==> src/rtl/fpr_wb_arbiter.sv <==
// Write-back arbiter for the FP register file: round-robin grant of one result
// source per cycle, registered write port, and per-register busy scoreboard.
module fpr_wb_arbiter #(
    parameter  int N_REQ   = 3,
    parameter  int MAX_FPR = 32,
    parameter  int FLEN    = 32,
    localparam int AW      = $clog2(MAX_FPR),
    localparam int PW      = $clog2(N_REQ)
) (
    input  logic                        clk_in,
    input  logic                        reset_in,
    input  logic [N_REQ-1:0]            req_vld,
    input  logic [N_REQ-1:0][AW-1:0]    req_addr,
    input  logic [N_REQ-1:0][FLEN-1:0]  req_data,
    output logic [N_REQ-1:0]            req_rdy,
    input  logic                        wr_hold,
    output logic                        Fd_wr,
    output logic [AW-1:0]               Fd_addr,
    output logic [FLEN-1:0]             Fd_data,
    input  logic                        sb_set,
    input  logic [AW-1:0]               sb_set_addr,
    output logic [MAX_FPR-1:0]          sb_busy
);

    logic [PW-1:0]      r_rr_ptr;
    logic               r_fd_wr;
    logic [AW-1:0]      r_fd_addr;
    logic [FLEN-1:0]    r_fd_data;
    logic [MAX_FPR-1:0] r_busy;

    logic               w_found;
    logic [PW-1:0]      w_gidx;
    logic [PW-1:0]      w_cand;
    logic [PW-1:0]      w_ptr_nxt;
    logic [N_REQ-1:0]   w_rdy;
    logic               w_xfer;
    int                 w_idx;

    // Round-robin search upward from r_rr_ptr; grant is suppressed in reset and on hold
    always_comb begin
        w_found = 1'b0;
        w_gidx  = '0;
        w_cand  = '0;
        w_idx   = 0;
        w_rdy   = '0;
        for (int i = 0; i < N_REQ; i++) begin
            w_idx  = (int'(r_rr_ptr) + i) % N_REQ;
            w_cand = PW'(w_idx);
            if (!w_found && req_vld[w_cand]) begin
                w_found = 1'b1;
                w_gidx  = w_cand;
            end else begin
                w_found = w_found;
            end
        end
        if (w_found && !wr_hold && reset_in) begin
            w_rdy[w_gidx] = 1'b1;
        end else begin
            w_rdy = '0;
        end
    end

    assign w_xfer  = |w_rdy;
    assign req_rdy = w_rdy;

    // Pointer advances to the requester just past the winner, with wrap
    always_comb begin
        if (w_gidx == PW'(N_REQ - 1)) begin
            w_ptr_nxt = '0;
        end else begin
            w_ptr_nxt = w_gidx + PW'(1);
        end
    end

    // Arbitration pointer and registered write-port stage
    always_ff @(posedge clk_in or negedge reset_in) begin
        if (!reset_in) begin
            r_rr_ptr  <= '0;
            r_fd_wr   <= 1'b0;
            r_fd_addr <= '0;
            r_fd_data <= '0;
        end else if (w_xfer) begin
            r_rr_ptr  <= w_ptr_nxt;
            r_fd_wr   <= 1'b1;
            r_fd_addr <= req_addr[w_gidx];
            r_fd_data <= req_data[w_gidx];
        end else begin
            r_fd_wr   <= 1'b0;
        end
    end

    // Busy scoreboard: a same-edge set belongs to a newer op, so it beats the clear
    always_ff @(posedge clk_in or negedge reset_in) begin
        if (!reset_in) begin
            r_busy <= '0;
        end else begin
            for (int k = 0; k < MAX_FPR; k++) begin
                if (sb_set && (sb_set_addr == AW'(k))) begin
                    r_busy[k] <= 1'b1;
                end else if (r_fd_wr && (r_fd_addr == AW'(k))) begin
                    r_busy[k] <= 1'b0;
                end else begin
                    r_busy[k] <= r_busy[k];
                end
            end
        end
    end

    assign Fd_wr   = r_fd_wr;
    assign Fd_addr = r_fd_addr;
    assign Fd_data = r_fd_data;
    assign sb_busy = r_busy;

endmodule

==> config.mk <==
export PLATFORM = sky130hd
export DESIGN_NAME = fpr_wb_arbiter
export DESIGN_NICKNAME = d
export VERILOG_FILES = /design/src/rtl/fpr_wb_arbiter.sv
export SDC_FILE = /design/constraint.sdc
export NUM_CORES = 1
export LEC_CHECK = 0
export BUFFER_PORTS_ARGS = -buffer_cell sky130_fd_sc_hd__buf_4
export CORE_ASPECT_RATIO = 1.75
export CORE_UTILIZATION = 46
export DETAILED_ROUTE_END_ITERATION = 10
export PLACE_DENSITY = 0.85
export SLEW_MARGIN = 30
export SYNTH_ARGS = -nofsm -noshare
export SYNTH_HDL_FRONTEND = slang
export SYNTH_SLANG_ARGS = --single-unit
export TNS_END_PERCENT = 5
==> constraint.sdc <==
create_clock -name clk_in -period 2.9 [get_ports clk_in]
set_input_delay 0.145 -clock clk_in [delete_from_list [all_inputs] [get_ports clk_in]]
set_output_delay 0.145 -clock clk_in [all_outputs]
set_load 0.005 [all_outputs]
==> results_dict.tcl, run 1 <==
set metrics [dict create \
    antenna_found_initial 0 \
    reg2reg_to "Fd_data[11]$_DFFE_PN0P_" \
    drive_gt1_share_pct 41.2 \
    cts_inserted_buffers 9 \
    first_pass_iters 8 \
    tightest_slew_ns 0.632 \
    ys_seq_area_share_pct 46.8 \
    grt_overflow 0 \
    clk_latency_ns 0.33 \
    gp_congestion 0.982 \
    core-area_um2 8020 \
    r2r-start "r_rr_ptr[1]$_DFFE_PN0P_" \
    cts_tree "done" \
    dpl.hpwl_um 9560 \
    p_leak_nw 2.73 \
    synth_cell_types 35 \
    cts-hold-fix-buffers 0 \
    critPathCapture "req_rdy[2]" \
    portBuffers 195 \
    ant_nets 0 \
    fp-row-count 43 \
    critPathArrivalTime_ns 2.62 \
    syn_inst 385 \
    cp_top_family "compound AO/OA/AOI/OAI gates" \
    syn_area_per_cell_um2 9.99 \
    synthArstFlopShare_pct 100 \
    die_w_um 71.1 \
    synth_top_cell_by_area "dfrtp_1" \
    ff2ff_setup_slack_ns 0.22 \
    finalSetupViolations 0 \
    drv_cap 0 \
    grt_use_total_pct 29.7 \
    final_core_util_pct 71.8 \
    relSlewSlack_pct 57.9 \
    status "finished with violations" \
    drv_slew 0 \
    grt_start_max_net_pins 73 \
    clkSinkCount 72 \
    cts.clk_slew.worst_paths_ns 0.06 \
    dieArea_um2 8750 \
    viasPerCell 5.94 \
    fin_nets 705 \
    criticalPathCategory "flip-flop to primary output" \
    root_buffer "clkbuf_16" \
    first_global_vias 4178 \
    rsz0062_at_grt "true" \
    synth_commonest_cells "dfrtp_1 (72), o21ai_0 (67), inv_1 (40), mux2i_1 (40), nor4_1 (37)" \
    fin_crit_sh_pct 95.4 \
    via_count 3995 \
    crit_chain "inv_1 > ha_2 > mux2i_2 > o22a_2 > nand2_1 > o21a_2 > buf_12 > nor3_1 > buf_4" \
    cp.required_ns 2.76 \
    synth_edf_count 0 \
    yosys_warnings 0 \
    yosysMostFrequentCell "dfrtp_1" \
    wire_per_inst_um 18.8 \
    critPathMaxFanout 31 \
    die_h_um 123 \
    htree_levels 3 \
    startpoint "r_rr_ptr[1]$_DFFE_PN0P_" \
    area.growth.synth_to_final_pct 49.6 \
    synthFlopType "dfrtp_1" \
    synth-seq-cells 72 \
    finalWirelength_um 12600 \
    cellPowerDensity_nw_per_um2 1070 \
    cp-end-kind "primary output" \
    synth_nets 512 \
    fin_skew_ns 0.00835 \
    cpPeakStageDelay_ns 0.41 \
    crit_buf_inv 3 \
    critPathSlowestCell "dfrtp_1" \
    period_minus_slack_ns 2.77 \
    drc 14 \
    rr_worst_depth 9 \
    path_depth 9 \
    hold_ws_ns -0.0521 \
    netlist_area_um2 3850 \
    start_util_pct 48.0 \
    clk_path_buf_depth 2 \
    synth.top_cells.by_area "dfrtp_1 (47%), mux2i_1 (10%), o21ai_0 (8.7%)" \
    grt_pass1_wl_um 19700 \
    yosys.area.top_type_share_pct 46.8 \
    drtIter0Drc 332 \
    violations "DRC, hold timing" \
    diodes 0 \
    hold_viol_final 72 \
    start_kind "flip-flop" \
    vdd_drop_max_v 0.000623 \
    fmax_mhz 362 \
    io_pins 196 \
    p_total_mw 6.14 \
    hold_class "input pin to async pin" \
]
==> cells in the final DEF (no fill, tap or decap), types with 2 or more instances in the layout <==
cell	count
buf_4	201
dfrtp_1	72
o21ai_0	65
inv_1	40
mux2i_1	39
nor4_1	37
a221oi_1	27
nand2_1	14
a221oi_2	11
nand3_1	9
clkbuf_16	9
nor2_1	8
nor2b_1	5
nand2b_1	3
ha_1	3
buf_12	3
buf_6	3
o22ai_1	2
nand3b_1	2
o21ai_1	2
a21o_1	2
nand4_1	2
clkbuf_1	2
==> metal layers <==
layer | global-route usage [%] | routed length [um] | vias to the layer above
li1 | - | - | 1829
met1 | 29.5 | 4160 | 1873
met4 | 17.8 | 656 | 0
met2 | 55.5 | 6800 | 246
met5 | 0 | 0 | -
met3 | 6.68 | 1020 | 47
==> where the power goes <==
part           internal, mW  switching, mW  total (mW)
clock network         0.683          0.406        1.09
registers              1.45          0.310        1.76
logic                  1.59           1.70        3.29
total                  3.72           2.42        6.14
==> cell type report <==
class                      count  area (um2)
clock buffer                  12         246
clock inverter                 3        42.5
fill                         592        2260
inverter                      40         150
multi-input combinational    248        1800
sequential                    72        1800
tap                           90         113
timing repair buffer         207        1600
==> cell families after synthesis <==
family,synth area share [%]
AO/OA/AOI/OAI,21.5
AND/OR/NAND/NOR,12.2
flip-flops,46.8
buffers and inverters,7.48
multiplexers,10.7
adder cells (fa/ha/maj),1.30
==> worst min path at each step <==
stage | cells past startpoint | to
after global routing | 2 | Fd_addr[3]$_DFFE_PN0P_
after CTS | 2 | Fd_data[25]$_DFFE_PN0P_
after floorplan | 0 | Fd_addr[0]$_DFFE_PN0P_
after global placement | 2 | sb_busy[31]$_DFFE_PN0P_
final | 2 | Fd_addr[0]$_DFFE_PN0P_
after detailed placement | 2 | sb_busy[31]$_DFFE_PN0P_
==> repair_timing <==
item	in CTS	in global routing
endpoints found under the setup margin	1	2
buffers inserted	0	3
pin swaps	0	1
gates resized for setup	3	6
==> state kept, by name, indices dropped and copies added (netlist names) <==
register and flops:
Fd_data 32, sb_busy 32, Fd_addr 5, r_rr_ptr 2
Fd_wr 1
==> through the flow <==
stage	instances	area, um2	setup slack, ns	TNS (ns)
5_1_grt	672	5750	-0.0126	-0.0126
3_3_place_gp	654	5420	0.319	0
3_5_place_dp	654	5420	0.185	0
4_1_cts	669	5710	0.0306	0
6_report	672	5750	0.134	0
2_1_floorplan	385	3850	0.596	0
==> worst reg2reg max path, stage by stage (launching register included) <==
cell,delay (ns)
dfrtp_1,0.41
inv_1,0.10
ha_2,0.28
mux2i_2,0.27
o22a_2,0.23
nand2_1,0.15
o22a_1,0.25
a21o_1,0.19
buf_4,0.25
a221oi_1,0.42
Power figures use the tool's default switching activity.
==> run 2, diff against run 1 <==
--- a/config.mk
+++ b/config.mk
@@ -7,6 +7,7 @@
 export LEC_CHECK = 0
 export BUFFER_PORTS_ARGS = -buffer_cell sky130_fd_sc_hd__buf_4
 export CORE_ASPECT_RATIO = 1.75
+export CORE_MARGIN = 1.5
 export CORE_UTILIZATION = 46
 export DETAILED_ROUTE_END_ITERATION = 10
 export PLACE_DENSITY = 0.85
==> results_dict.tcl, run 2 (same netlist as run 1, synthesis figures left out) <==
set metrics [dict create \
    status "finished with violations" \
    violations "hold timing" \
    period_minus_slack_ns 2.78 \
    portBuffers 195 \
    vdd_drop_max_v 0.000631 \
    p_total_mw 6.02 \
    cts.clk_slew.worst_paths_ns 0.05 \
    start_util_pct 46.9 \
    start_kind "flip-flop" \
    layout_setup_ws_ns 0.123 \
    critPathArrivalTime_ns 2.63 \
    clk_latency_ns 0.33 \
    fin_skew_ns 0.00467 \
    fp-row-count 44 \
    final_cell_mix "buf_4 (196), dfrtp_1 (72), o21ai_0 (66)" \
    wire_per_inst_um 19.0 \
    gp_congestion 0.991 \
    drive_gt1_share_pct 40.6 \
    grt_start_max_net_pins 73 \
    ant_nets 0 \
    critPathMaxFanout 7 \
    first_pass_iters 5 \
    cts_inserted_buffers 9 \
    fin_crit_sh_pct 95.8 \
    cp-end-kind "primary output" \
    first_global_vias 4050 \
    tightest_slew_ns 0.642 \
    fmax_mhz 360 \
    diodes 0 \
    drc 0 \
    seqCellArea_um2 1800 \
    fin_nets 701 \
    core-area_um2 8200 \
    via_count 4031 \
    multi_input_area_um2 1790 \
    clkSinkCount 72 \
    cp_top_family "multiplexers" \
    p_leak_nw 2.71 \
    cts_tree "done" \
    cts_setup_buffers 0 \
    final-instance-count-excl-fill 671 \
    antenna_found_initial 0 \
    die_h_um 124 \
    criticalPathCategory "flip-flop to primary output" \
    hold_ws_ns -0.0461 \
    htree_levels 3 \
    finalWirelength_um 12700 \
    clk_path_buf_depth 2 \
    rsz0062_at_grt "false" \
    critPathSlowestCell "dfrtp_1" \
    hold_class "input pin to async pin" \
    dpl.hpwl_um 9820 \
    tns_ns 0 \
    crit_chain "inv_1 > ha_1 > mux2i_1 > o21ai_0 > nand2_1 > mux2_2 > a221oi_1 > buf_4" \
    relSlewSlack_pct 57.2 \
    cp.required_ns 2.76 \
    grt_overflow 0 \
    area.growth.synth_to_final_pct 48.5 \
    finalSetupViolations 0 \
    drv_slew 0 \
    fillers 663 \
    crit_buf_inv 2 \
    grt_use_total_pct 28.3 \
    pre_cts_slack_ns 0.0808 \
    root_buffer "clkbuf_16" \
    grt_pass1_wl_um 19000 \
    die_w_um 72.1 \
    cpPeakStageDelay_ns 0.42 \
    cts-hold-fix-buffers 0 \
    hold_viol_final 72 \
    layout_commonest_cell "buf_4" \
    drv_cap 0 \
    dp.cells 655 \
    drtIter0Drc 214 \
    dieArea_um2 8940 \
    io_pins 196 \
    cellPowerDensity_nw_per_um2 1050 \
    viasPerCell 6.01 \
]
[run 2: cell types whose count changed in the layout (fill, tap and decap cells not counted)]
cell       change
o21ai_2        +1
o21ai_0        +1
clkbuf_1       +1
ha_4           +1
clkinv_2       +1
buf_12         +1
a221oi_2       -1
o21ai_1        -1
a221oi_1       +1
bufinv_16      -1
ha_2           -1
o21ai_4        -1
buf_4          -5
[run 2: what timing repair did]
action,4_1_cts,5_1_grt
endpoints found under the hold margin,0,0
resized for setup,2,6
setup endpoints to repair,1,3
gates cloned,0,0
[run 2: power breakdown]
part,internal [mW],total (mW),switching [mW]
Clock,0.599,0.991,0.392
Combinational,1.59,3.27,1.68
Sequential,1.45,1.76,0.313
Total,3.64,6.02,2.38
[run 2: path summary, 6_finish.rpt]
| kind | start | to | slack, ns | cells past startpoint |
|---|---|---|---|---|
| hold reg to reg | sb_busy[15]$_DFFE_PN0P_ | sb_busy[15]$_DFFE_PN0P_ | 0.51 | 2 |
| hold / removal | reset_in | Fd_wr$_DFF_PN0_ | -0.05 | 2 |
| min in group clk_in | req_data[92] | Fd_data[28]$_DFFE_PN0P_ | 0.14 | 3 |
| setup / recovery | r_rr_ptr[0]$_DFFE_PN0P_ | req_rdy[1] | 0.12 | 8 |
| max in group asynchronous | reset_in | sb_busy[20]$_DFFE_PN0P_ | 2.51 | 2 |
| setup reg to reg | r_rr_ptr[0]$_DFFE_PN0P_ | Fd_data[4]$_DFFE_PN0P_ | 0.21 | 9 |
[run 2: per-layer routing]
layer  track usage [%]  up-vias  part of all wire (%)
li1                  -     1828                     -
met1              28.2     1881                    33
met2              50.6      266                    53
met3              5.74       56                   8.0
met4              21.1        0                   5.5
met5                 0        -                     0
[run 2: cell type report]
class	count	area share [%]
tap	92	2.01
timing repair buffer	203	27.7
sequential	72	31.5
clock inverter	3	0.307
clock buffer	13	4.38
inverter	40	2.63
multi-input combinational	248	31.4
[run 2: metrics by stage]
stage,util (%),cell area [um2]
final,69.7,5710
after global routing,69.7,5710
after CTS,69.3,5690
after detailed placement,66.0,5420
after global placement,66.0,5420
after floorplan,-,3850
==> run 3, diff against run 2 <==
--- a/config.mk
+++ b/config.mk
@@ -8,9 +8,9 @@
 export BUFFER_PORTS_ARGS = -buffer_cell sky130_fd_sc_hd__buf_4
 export CORE_ASPECT_RATIO = 1.75
 export CORE_MARGIN = 1.5
-export CORE_UTILIZATION = 46
+export CORE_UTILIZATION = 50
 export DETAILED_ROUTE_END_ITERATION = 10
-export PLACE_DENSITY = 0.85
+export PLACE_DENSITY = 0.91
 export SLEW_MARGIN = 30
 export SYNTH_ARGS = -nofsm -noshare
 export SYNTH_HDL_FRONTEND = slang
==> constraint.sdc (replaced) <==
create_clock -name clk_in -period 3.3 [get_ports clk_in]
set_input_delay 0.165 -clock clk_in [delete_from_list [all_inputs] [get_ports clk_in]]
set_output_delay 0.165 -clock clk_in [all_outputs]
set_load 0.005 [all_outputs]
==> results_dict.tcl, run 3 (same netlist as run 1, synthesis figures left out) <==
set metrics [dict create \
    status "finished with violations" \
    violations "hold timing" \
    start_util_pct 51.2 \
    via_count 4158 \
    layout_commonest_cell "buf_4" \
    drtIter0Drc 374 \
    rsz0062_at_grt "false" \
    crit_chain "inv_1 > ha_1 > mux2i_1 > o21ai_0 > and3_1 > o22a_1 > buf_4 > nor3_1 > buf_4" \
    grt_pass1_wl_um 21100 \
    root_buffer "clkbuf_16" \
    tns_ns 0 \
    drv_cap 0 \
    cp_common_cell "buf_4" \
    wire_per_inst_um 20.1 \
    period_minus_slack_ns 3.06 \
    htree_levels 3 \
    ant_nets 0 \
    first_pass_iters 5 \
    crit_buf_inv 3 \
    relSlewSlack_pct 57.7 \
    dp.cells 650 \
    fin_nets 700 \
    cts_setup_buffers 0 \
    grt_start_max_net_pins 73 \
    hold_ws_ns -0.0206 \
    io_pins 196 \
    drc 0 \
    criticalPathCategory "flip-flop to primary output" \
    cellPowerDensity_nw_per_um2 964 \
    cts_tree "done" \
    vdd_drop_max_v 0.000559 \
    placed_area_um2 5370 \
    diodes 0 \
    critPathSlowestCell "o21ai_0" \
    dieArea_um2 8250 \
    cts.clk_slew.worst_paths_ns 0.06 \
    start_kind "flip-flop" \
    grt_overflow 0 \
    fp-row-count 42 \
    post-route-cell-area_um2 5730 \
    fin_crit_sh_pct 92.8 \
    finalWirelength_um 13400 \
    final-instance-count-excl-fill 666 \
    clkSinkCount 72 \
    hold_class "input pin to async pin" \
    first_global_vias 4370 \
    p_leak_nw 2.72 \
    core-area_um2 7510 \
    p_total_mw 5.52 \
    grt_use_total_pct 32.9 \
    clk_path_buf_depth 2 \
    antenna_found_initial 0 \
    finalSetupViolations 0 \
    critPathArrivalTime_ns 2.90 \
    pre_cts_slack_ns 0.329 \
    cts_inserted_buffers 9 \
    fmax_mhz 326 \
    portBuffers 195 \
    drive_gt1_share_pct 40.5 \
    die_h_um 119 \
    cp-end-kind "primary output" \
    viasPerCell 6.24 \
    gp_congestion 0.955 \
    clk_latency_ns 0.33 \
    hold_viol_final 72 \
    final_cell_mix "buf_4 (200), dfrtp_1 (72), o21ai_0 (66)" \
    drv_slew 0 \
    cp.required_ns 3.13 \
    dpl.hpwl_um 9710 \
    fillers 513 \
    layout_setup_ws_ns 0.236 \
    critPathMaxFanout 39 \
    die_w_um 69.3 \
    cp_top_family "buffers and inverters" \
    fin_skew_ns 0.00553 \
    cpPeakStageDelay_ns 0.46 \
    tightest_slew_ns 0.634 \
    area.growth.synth_to_final_pct 48.9 \
]
-- run 3: cell count changes in the layout (fill, tap and decap cells not counted), sizes merged --
cell	previous run	this run
clkinvlp	1	0
buf	203	202
clkbuf	13	11
bufinv	0	3
-- run 3: path summary, 6_finish.rpt --
check / from / endpoint / slack (ns) / cells past startpoint
worst max-delay path: r_rr_ptr[0]$_DFFE_PN0P_ / req_rdy[2] / 0.24 / 9
worst min-delay path: reset_in / Fd_data[26]$_DFFE_PN0P_ / -0.02 / 2
worst max register to register: r_rr_ptr[0]$_DFFE_PN0P_ / Fd_data[19]$_DFFE_PN0P_ / 0.29 / 9
worst min register to register: sb_busy[26]$_DFFE_PN0P_ / sb_busy[26]$_DFFE_PN0P_ / 0.51 / 2
max in group asynchronous: reset_in / Fd_data[1]$_DFFE_PN0P_ / 2.90 / 2
min in group clk_in: req_data[93] / Fd_data[29]$_DFFE_PN0P_ / 0.16 / 3
-- run 3: metal layers --
metal,global-route usage [%],share of wire [%],routed length (um),vias to the layer above
li1,-,-,-,1822
met5,0,0,0,-
met1,33.9,33,4430,1943
met2,56.3,51,6810,318
met3,8.97,8.8,1180,75
met4,23.7,7.1,952,0
-- run 3: per-stage QoR --
stage / util, % / hold slack (ns)
5_1_grt: 76.3 / 0.0314
3_5_place_dp: 71.5 / 0.472
3_3_place_gp: 71.5 / 0.454
2_1_floorplan: - / -0.131
4_1_cts: 76.1 / 0.108
6_report: 76.3 / -0.0206
-- run 3: power by group --
part	internal (mW)	switching, mW	leakage (nW)	total, mW
logic	1.32	1.52	1.80	2.85
registers	1.27	0.275	0.750	1.55
clock network	0.759	0.368	0.170	1.13
-- run 3: area by class of cell --
type | instances | area, um2 | share of cell area, %
Clock buffer | 11 | 243 | 4.24
Clock inverter | 5 | 104 | 1.81
Inverter | 40 | 150 | 2.62
Multi-Input combinational cell | 248 | 1790 | 31.2
Sequential cell | 72 | 1800 | 31.4
Tap cell | 88 | 110 | 1.92
Timing Repair Buffer | 202 | 1530 | 26.7
-- run 3: what timing repair did --
action,in CTS,in global routing
endpoints found under the setup margin,0,1
hold buffers,0,0
resized for setup,0,3
